--- config.mk ---
export PLATFORM = sky130hd
export DESIGN_NAME = fp32_mul_shell
export DESIGN_NICKNAME = d
export VERILOG_FILES = /design/src/rtl/fp32_mul_pkg.sv /design/src/rtl/fp32_res_fifo.sv /design/src/rtl/fp32_mul_shell.sv
export SDC_FILE = /design/constraint.sdc
export NUM_CORES = 1
export LEC_CHECK = 0
export ABC_AREA = 1
export CAP_MARGIN = 20
export CORE_UTILIZATION = 60
export CTS_BUF_LIST = sky130_fd_sc_hd__clkbuf_2 sky130_fd_sc_hd__clkbuf_4 sky130_fd_sc_hd__clkbuf_8
export CTS_CLUSTER_DIAMETER = 100
export DETAILED_ROUTE_END_ITERATION = 10
export GPL_ROUTABILITY_DRIVEN = 0
export HOLD_SLACK_MARGIN = 0.08
export PLACE_DENSITY = 0.95
export SYNTH_ARGS = -nofsm -noshare
export SYNTH_HDL_FRONTEND = slang
export SYNTH_SLANG_ARGS = --single-unit
--- constraint.sdc ---
create_clock -name clk_i -period 4.8 [get_ports clk_i]
set_input_delay 0.72 -clock clk_i [delete_from_list [all_inputs] [get_ports clk_i]]
set_output_delay 0.72 -clock clk_i [all_outputs]
set_load 0.05 [all_outputs]
--- src/rtl/fp32_mul_pkg.sv ---
// rtl/fp32_mul_pkg.sv - shared types, constants and operand classifier for the FP32 multiplier shell
package fp32_mul_pkg;

   localparam int EXP_W = 8;
   localparam int MAN_W = 23;
   localparam logic [31:0] FP32_QNAN = 32'h7FC0_0000;
   localparam logic [31:0] FP32_INF  = 32'h7F80_0000;

   typedef enum logic [1:0] {
      EXC_NONE,
      EXC_ZERO,
      EXC_INF,
      EXC_NAN
   } exc_tag_t;

   // Priority: NaN (incl. Inf x 0) beats Inf, which beats denormal flush-to-zero.
   function automatic exc_tag_t fp32_classify(input logic [31:0] a, input logic [31:0] b);
      logic [EXP_W-1:0] ea, eb;
      logic [MAN_W-1:0] ma, mb;
      logic a_nan, b_nan, a_inf, b_inf, a_zero, b_zero, a_den, b_den;
      ea     = a[MAN_W +: EXP_W];
      eb     = b[MAN_W +: EXP_W];
      ma     = a[MAN_W-1:0];
      mb     = b[MAN_W-1:0];
      a_nan  = (ea == '1) && (ma != '0);
      b_nan  = (eb == '1) && (mb != '0);
      a_inf  = (ea == '1) && (ma == '0);
      b_inf  = (eb == '1) && (mb == '0);
      a_zero = (ea == '0) && (ma == '0);
      b_zero = (eb == '0) && (mb == '0);
      a_den  = (ea == '0) && (ma != '0);
      b_den  = (eb == '0) && (mb != '0);
      if (a_nan || b_nan || (a_inf && b_zero) || (b_inf && a_zero)) begin
         return EXC_NAN;
      end else if (a_inf || b_inf) begin
         return EXC_INF;
      end else if (a_den || b_den) begin
         return EXC_ZERO;
      end
      return EXC_NONE;
   endfunction

endpackage

--- src/rtl/fp32_res_fifo.sv ---
// rtl/fp32_res_fifo.sv - synchronous FIFO with occupancy count; pushes when full and pops when empty are ignored
module fp32_res_fifo #(
   parameter int WIDTH = 32,
   parameter int DEPTH = 8
) (
   input  logic                   clk_i,
   input  logic                   rstn_i,
   input  logic                   push_i,
   input  logic [WIDTH-1:0]       wdata_i,
   input  logic                   pop_i,
   output logic [WIDTH-1:0]       rdata_o,
   output logic                   full_o,
   output logic                   empty_o,
   output logic [$clog2(DEPTH):0] count_o
);

   localparam int AW = $clog2(DEPTH);
   localparam logic [AW:0] FULL_CNT = (AW+1)'(DEPTH);

   logic [WIDTH-1:0] mem_q [DEPTH];
   logic [AW-1:0]    wr_ptr_q, wr_ptr_d;
   logic [AW-1:0]    rd_ptr_q, rd_ptr_d;
   logic [AW:0]      count_q, count_d;
   logic             do_push, do_pop;

   assign full_o  = (count_q == FULL_CNT);
   assign empty_o = (count_q == '0);
   assign count_o = count_q;
   assign do_push = push_i & ~full_o;
   assign do_pop  = pop_i & ~empty_o;
   // Head is forced to zero while empty so the output word is clean after reset.
   assign rdata_o = empty_o ? '0 : mem_q[rd_ptr_q];

   always_comb begin
      wr_ptr_d = wr_ptr_q + AW'(do_push);
      rd_ptr_d = rd_ptr_q + AW'(do_pop);
      count_d  = count_q + (AW+1)'(do_push) - (AW+1)'(do_pop);
   end

   always_ff @(posedge clk_i) begin
      if (do_push) begin
         mem_q[wr_ptr_q] <= wdata_i;
      end
   end

   always_ff @(posedge clk_i or negedge rstn_i) begin
      if (!rstn_i) begin
         wr_ptr_q <= '0;
         rd_ptr_q <= '0;
         count_q  <= '0;
      end else begin
         wr_ptr_q <= wr_ptr_d;
         rd_ptr_q <= rd_ptr_d;
         count_q  <= count_d;
      end
   end

endmodule

--- src/rtl/fp32_mul_shell.sv ---
// rtl/fp32_mul_shell.sv - credit-based valid/ready shell around the FP32 pipelined multiplier
// FP32_MUL_EXC_EN adds operand classification with a parallel tag FIFO and special-result substitution.
module fp32_mul_shell
   import fp32_mul_pkg::*;
#(
   parameter int DEPTH = 8
) (
   input  logic        clk_i,
   input  logic        rstn_i,
   input  logic        in_valid_i,
   output logic        in_ready_o,
   input  logic [31:0] in_a_i,
   input  logic [31:0] in_b_i,
   output logic        mul_valid_o,
   output logic [31:0] mul_a_o,
   output logic [31:0] mul_b_o,
   input  logic [31:0] mul_result_i,
   input  logic        mul_done_i,
   output logic        out_valid_o,
   input  logic        out_ready_i,
   output logic [31:0] out_result_o,
   output logic        out_exc_o,
   output logic        busy_o,
   output logic        ovf_o
);

   localparam int CW = $clog2(DEPTH) + 1;
   localparam logic [CW:0] OCC_MAX = (CW+1)'(DEPTH);
`ifdef FP32_MUL_EXC_EN
   localparam int RES_W = 33;
`else
   localparam int RES_W = 32;
`endif

   logic             mul_valid_q, mul_valid_d;
   logic [31:0]      mul_a_q, mul_a_d;
   logic [31:0]      mul_b_q, mul_b_d;
   logic [CW-1:0]    inflight_q, inflight_d;
   logic             ovf_q, ovf_d;
   logic             accept, done_live, res_push, res_pop;
   logic             res_full, res_empty;
   logic [CW-1:0]    res_count;
   logic [CW:0]      occ;
   logic [RES_W-1:0] res_wdata, res_rdata;

   // inflight counts from accept, so the issue-register slot already holds a credit.
   assign occ         = {1'b0, inflight_q} + {1'b0, res_count};
   assign in_ready_o  = (occ < OCC_MAX);
   assign accept      = in_valid_i & in_ready_o;
   assign done_live   = mul_done_i & (inflight_q != '0);
   assign res_push    = done_live & ~res_full;
   assign out_valid_o = ~res_empty;
   assign res_pop     = out_valid_o & out_ready_i;
   assign busy_o      = (occ != '0);
   assign ovf_o       = ovf_q;
   assign mul_valid_o = mul_valid_q;
   assign mul_a_o     = mul_a_q;
   assign mul_b_o     = mul_b_q;

   always_comb begin
      mul_valid_d = accept;
      mul_a_d     = accept ? in_a_i : mul_a_q;
      mul_b_d     = accept ? in_b_i : mul_b_q;
      inflight_d  = inflight_q + CW'(accept) - CW'(done_live);
      ovf_d       = ovf_q | (mul_done_i & ((inflight_q == '0) | res_full));
   end

   always_ff @(posedge clk_i or negedge rstn_i) begin
      if (!rstn_i) begin
         mul_valid_q <= 1'b0;
         mul_a_q     <= '0;
         mul_b_q     <= '0;
         inflight_q  <= '0;
         ovf_q       <= 1'b0;
      end else begin
         mul_valid_q <= mul_valid_d;
         mul_a_q     <= mul_a_d;
         mul_b_q     <= mul_b_d;
         inflight_q  <= inflight_d;
         ovf_q       <= ovf_d;
      end
   end

`ifdef FP32_MUL_EXC_EN
   logic [2:0]    tag_wdata, tag_rdata;
   logic          tag_full, tag_empty;
   logic [CW-1:0] tag_count;
   logic          unused_tag;
   exc_tag_t      tag_kind;

   // Tag word is {product sign, class}; popped on every live done so it stays aligned with results.
   assign tag_wdata  = {in_a_i[31] ^ in_b_i[31], 2'(fp32_classify(in_a_i, in_b_i))};
   assign tag_kind   = exc_tag_t'(tag_rdata[1:0]);
   assign unused_tag = &{1'b0, tag_full, tag_empty, tag_count};

   fp32_res_fifo #(
      .WIDTH (3),
      .DEPTH (DEPTH)
   ) u_tag_fifo (
      .clk_i   (clk_i),
      .rstn_i  (rstn_i),
      .push_i  (accept),
      .wdata_i (tag_wdata),
      .pop_i   (done_live),
      .rdata_o (tag_rdata),
      .full_o  (tag_full),
      .empty_o (tag_empty),
      .count_o (tag_count)
   );

   always_comb begin
      res_wdata = {1'b0, mul_result_i};
      case (tag_kind)
         EXC_NAN:  res_wdata = {1'b1, FP32_QNAN};
         EXC_INF:  res_wdata = {1'b1, tag_rdata[2], FP32_INF[30:0]};
         EXC_ZERO: res_wdata = {1'b1, tag_rdata[2], 31'h0};
         default:  res_wdata = {1'b0, mul_result_i};
      endcase
   end

   assign out_exc_o = res_rdata[32];
`else
   assign res_wdata = mul_result_i;
   assign out_exc_o = 1'b0;
`endif

   assign out_result_o = res_rdata[31:0];

   fp32_res_fifo #(
      .WIDTH (RES_W),
      .DEPTH (DEPTH)
   ) u_res_fifo (
      .clk_i   (clk_i),
      .rstn_i  (rstn_i),
      .push_i  (res_push),
      .wdata_i (res_wdata),
      .pop_i   (res_pop),
      .rdata_o (res_rdata),
      .full_o  (res_full),
      .empty_o (res_empty),
      .count_o (res_count)
   );

endmodule

==> results of run 1 <==
worst max-delay path by stage:
stage	slack, ps	endpoint	cells after the start	start
3_3_place_gp	1360	out_result_o[13]	9	u_res_fifo.rd_ptr_q[0]
3_5_place_dp	1290	out_result_o[22]	9	u_res_fifo.rd_ptr_q[0]
6_report	580	out_result_o[10]	8	u_res_fifo.rd_ptr_q[1]
4_1_cts	630	out_result_o[30]	9	u_res_fifo.rd_ptr_q[0]
2_1_floorplan	1900	out_result_o[22]	6	u_res_fifo.count_o[2]
5_1_grt	460	out_result_o[30]	9	u_res_fifo.rd_ptr_q[0]
synth_stat cells:
library cell	n
a21o_1	1
a21oi_1	2
a21oi_2	1
a31oi_1	1
and2_1	1
buf_1	4
buf_2	37
buf_4	2
buf_6	7
clkbuf_1	30
conb_1	1
dfrtp_1	80
edfxtp_1	256
fa_1	3
ha_1	19
inv_1	90
inv_2	2
nand2_1	401
nand3_1	70
nand4_1	64
nor2_1	203
nor3_1	1
o21ai_0	53
o21ai_1	11
or2_1	1
xnor2_1	4
xor2_1	2
per-layer routing:
layer / wire length [um] / global-route usage / vias up
met5: 0 / 0 / -
met2: 19000 / 0.543 / 816
met3: 4120 / 0.0739 / 165
met4: 1790 / 0.169 / 0
li1: - / - / 4875
met1: 12700 / 0.361 / 5110
cells by family (layout without fill, tap and decap cells):
group	after synthesis	after routing
other cells	1	1
buf+inv	172	412
compound gates	69	69
fa+ha+maj	22	22
flops	336	336
xor+xnor	6	6
simple gates	741	741
per-stage QoR:
stage                     hold WS (ps)  instances  instance area (sq um)
final                              462       1900                  17500
after global routing               493       1900                  17500
after CTS                          350       1898                  17500
after detailed placement           457       1803                  16500
after global placement             439       1801                  16400
after floorplan                    424       1347                  14200
state kept, by name, summed over array words and instances (netlist names):
| signal | flops |
|---|---|
| inflight_q | 4 |
| ovf_o | 1 |
| mul_b_o | 32 |
| u_res_fifo.wr_ptr_q | 3 |
| u_res_fifo.mem_q | 256 |
| mul_valid_o | 1 |
| u_res_fifo.rd_ptr_q | 3 |
| u_res_fifo.count_o | 4 |
| mul_a_o | 32 |
power by group:
| group | leakage (nW) | internal (mW) | switching [mW] |
|---|---|---|---|
| Sequential | 3.31 | 3.84 | 0.453 |
| Combinational | 3.56 | 2.05 | 4.93 |
| Clock | 0.520 | 1.19 | 1.10 |
| Total | 7.39 | 7.08 | 6.48 |
what timing repair did:
action,in CTS,in global routing
setup buffers,0,0
endpoints found under the hold margin,0,17
hold buffers,0,1
final cells by class:
cell class / count / area [sq um]
Clock inverter: 21 / 103
Fill cell: 1295 / 5420
Sequential cell: 336 / 9700
Timing Repair Buffer: 225 / 2260
Multi-Input combinational cell: 839 / 3820
Clock buffer: 74 / 887
Tap cell: 313 / 392
Inverter: 92 / 345
critical path, cell delays in order (launching register included):
cell and delay, ps:
dfrtp_2 720, inv_2 370, buf_4 340, nor2_1 160
o21ai_0 120, nand2_1 90, nor2_1 40, nor2_1 220
clkdlybuf4s50_1 850
==> impl_metrics.yaml, run 1 <==
clock_tree:
  root_buffer: "clkbuf_8"
  clk_latency_ps: 600
  clock_path_buffers: 3
  cts.sinks: 336
  cts.reportedPaths.clkPinSlew_ps: 60
  numCtsBuffers: 52
  cts_resized: 0
  tritoncts: "yes"
  h-tree-depth: 2
drt:
  drt-total-wl_um: 37600
  wl_per_cell_um: 19.8
  drt_iter0_markers: 1394
  viasPerCell: 5.77
  num_vias: 11000
  drt_pass1_iterations: 8
  route.detailed.drc: 0
  postRouteAntennaNets: 0
yosys:
  synthAdderAreaFrac: 0.0210
  synth-simple-area-share: 0.214
  synth_cell_types: 27
  synth_warnings: 0
  yosysTopAreaCell: "edfxtp_1"
  synth_mux_area_frac: 0
  avgSynthCellArea_sq_um: 10.5
  synthesis.nets: 1470
  synth.area.top_cells: "edfxtp_1 54%, dfrtp_1 14%, nand2_1 11%, nor2_1 5.4%, nand4_1 2.8%"
  synth-seq-cells: 336
  synth_top_family_by_area: "simple AND/OR/NAND/NOR gates"
  syn_area_sq_um: 14200
  synthCells: 1347
  ys_seq_area_frac: 0.683
  synth_top_area_frac: 0.542
  synth_xor_area_frac: 0.00371
  synth_compound_area_frac: 0.0249
hold_path:
  hold_path_startpoint: "ovf_o"
  holdPathStages: 1
  min_to: "ovf_o"
  holdCritPathClass: "reg -> reg"
final_layout:
  areaGrowthSynthToFinish_pct: 23.4
  most-common-layout-cells: "400 x nand2_1, 256 x edfxtp_1, 199 x clkdlybuf4s50_1"
  layout_commonest_cell: "nand2_1"
  final_nets: 1669
  drive_above_1_share: 0.0762
  post-route-util: 0.764
  antenna_cells: 0
place:
  dpl_worst_slack_ps: 1290
  dp_hpwl_um: 21400
  portBuffers: 201
worst_setup_path:
  r2r-end: "inflight_q[2]"
  r2r-start: "inflight_q[0]"
  worstPathMaxFanout: 25
  cp.arrival_ps: 3500
  crit_type: "reg -> out"
  crit_path_start_kind: "register"
  end_kind: "primary output"
  r2r_cells: 15
  r2r_setup_slack_ps: 1680
  cp.required_ps: 4080
global_routing:
  grt_pass1_wl_um: 57700
  grt_pass1_vias: 11300
  grt-ovfl-total: 0
  grt_max_degree: 81
  antenna_found_initial: 0
  grt.total_usage: 0.313
timing:
  slew_headroom: 0.367
  final.setup.tns_ps: 0
  finalSetupViolCount: 0
  worst_slack_ps: 580
  skew_ps: 38.7
  fmaxAchievable_ghz: 0.237
  drv_slew: 0
  finalCriticalPeriod_ps: 4220
  rsz0062_at_grt: "no"
  fin_crit_sh: 0.879
  worst_pin_slew_ps: 950
  hold_viol: 0
die:
  row_count: 55
  start_util: 0.619
  die_w_um: 156
  core_sq_um: 22900
  die_h_um: 156
  ios: 203
  dieArea_sq_um: 24300
power_and_ir_drop:
  p_leak_nw: 7.39
  power_density_nw_per_um2: 775
  vdd_drop_max_mv: 0.713
  power_mw: 13.6
run:
  maxCapViolCount: 0
status:
  outcome: "finished clean"
Note: power is estimated with default switching activity, not from simulation.
==> run 2: changes to the inputs <==
==> constraint.sdc (replaced) <==
create_clock -name clk_i -period 4.8 [get_ports clk_i]
set_input_delay 1.2 -clock clk_i [delete_from_list [all_inputs] [get_ports clk_i]]
set_output_delay 1.2 -clock clk_i [all_outputs]
set_load 0.05 [all_outputs]
==> impl_metrics.yaml, run 2 (synthesis results as in run 1) <==
final_layout:
  post-route-util: 0.761
  final_nets: 1667
  layout_commonest_cell: "nand2_1"
  largest_reg_flops: 256
  drive_above_1_share: 0.0968
  design_area_sq_um: 17400
  antenna_cells: 0
  areaGrowthSynthToFinish_pct: 23.0
  most-common-layout-cells: "400 x nand2_1, 256 x edfxtp_1, 195 x nor2_1"
  largest-register: "u_res_fifo.mem_q"
  multi_input_area_sq_um: 3820
  nFillCells: 1309
  register_area_sq_um: 9700
global_routing:
  use_met2: 0.542
  gr-usage-met3: 0.0697
  grt_pass1_wl_um: 56800
  grt_pass1_vias: 11200
  antenna_found_initial: 0
  grt_max_degree: 81
  grt.total_usage: 0.307
  grt_use_met1: 0.352
  grt-ovfl-total: 0
  top_usage_layer: "met2"
place:
  dp_hpwl_um: 21500
  portBuffers: 201
  dpl_cell_area_sq_um: 16300
drt:
  postRouteAntennaNets: 0
  num_vias: 10800
  drt-total-wl_um: 36700
  route.detailed.drc: 0
  viasPerCell: 5.70
  drt_iter0_markers: 1116
  wl_per_cell_um: 19.4
  drt_pass1_iterations: 6
die:
  row_count: 55
  start_util: 0.619
  ios: 203
  core_sq_um: 22900
  die_w_um: 156
  dieArea_sq_um: 24300
  die_h_um: 156
worst_setup_path:
  crit_path_start_kind: "register"
  cp.arrival_ps: 3160
  crit_type: "reg -> out"
  crit_family: "buffers and inverters"
  crit_chain: "inv_2, buf_4, nand2_1, nand2_1, nand2_1, nand3_1, nand2_1, nor2_1, buf_4"
  crit_slowest_cell: "dfrtp_4"
  cp_slowest_stage_delay_ps: 680
  worst-path-buf-inv: 3
  cp.required_ps: 3600
  end_kind: "primary output"
  worstPathMaxFanout: 43
  crit_path_frequent_cell: "nand2_1"
clock_tree:
  numCtsBuffers: 52
  holdBufCountCts: 0
  h-tree-depth: 2
  post_cts_buffers: 0
  root_buffer: "clkbuf_8"
  clock_path_buffers: 3
  cts_resized: 0
  clk_latency_ps: 590
  cts.sinks: 336
  tritoncts: "yes"
  cts.reportedPaths.clkPinSlew_ps: 70
timing:
  rsz0062_at_grt: "no"
  drv_slew: 0
  finalSetupViolCount: 0
  fin_crit_sh: 0.909
  worst_pin_slew_ps: 1100
  slew_headroom: 0.263
  fmaxAchievable_ghz: 0.229
  final.setup.tns_ps: 0
  hold_viol: 0
  skew_ps: 26.8
  finalCriticalPeriod_ps: 4360
status:
  outcome: "finished clean"
power_and_ir_drop:
  vdd_drop_max_mv: 0.667
  power_density_nw_per_um2: 776
  p_leak_nw: 7.43
hold_path:
  holdCritPathClass: "in -> async"
run:
  maxCapViolCount: 0
run 2: worst paths after layout:
path                                         from                      to  slack, ps  cells past startpoint
min                                        rstn_i             mul_a_o[20]        450                      1
min in group clk_i                          ovf_o                   ovf_o        460                      1
max                        u_res_fifo.rd_ptr_q[0]         out_result_o[7]        440                      9
min reg2reg                                 ovf_o                   ovf_o        460                      1
max in group asynchronous                  rstn_i  u_res_fifo.rd_ptr_q[1]       3780                      2
max reg2reg                 u_res_fifo.count_o[1]   u_res_fifo.count_o[2]       1690                      9
run 2: routing by layer:
| metal | share of wire | vias to the layer above |
|---|---|---|
| li1 | - | 4862 |
| met1 | 0.35 | 5061 |
| met2 | 0.51 | 741 |
| met3 | 0.10 | 141 |
| met4 | 0.042 | 0 |
| met5 | 0 | - |
run 2: metrics by stage:
step	worst slack [ps]	total power, mW	instances	hold WS, ps
after floorplan	1420	8.97	1347	480
after global placement	1230	10.8	1800	443
after detailed placement	1160	11.0	1800	447
after CTS	492	13.5	1891	464
after global routing	307	14.2	1894	436
final	438	13.5	1894	451
run 2: where the power goes:
group          internal [mW]  leakage [nW]  switching (mW)  total, mW
combinational           1.99          3.58            4.96       6.95
clock                   1.28         0.544            1.09       2.36
sequential              3.84          3.31           0.383       4.22
total                   7.11          7.43            6.43       13.5
run 2: cell type report:
| cell class | instances | area share |
|---|---|---|
| Timing Repair Buffer | 223 | 0.124 |
| Tap cell | 313 | 0.0224 |
| Inverter | 92 | 0.0198 |
| Multi-Input combinational cell | 839 | 0.219 |
| Sequential cell | 336 | 0.556 |
| Clock buffer | 72 | 0.0521 |
| Clock inverter | 19 | 0.00688 |
run 2: worst register-to-register path, stage by stage (launching register included):
cell     delay [ps]
dfrtp_1         440
inv_1           170
nand3_1         810
and2_1          470
ha_1            290
inv_1            70
ha_1            170
inv_1            60
fa_1            370
xnor2_1         140
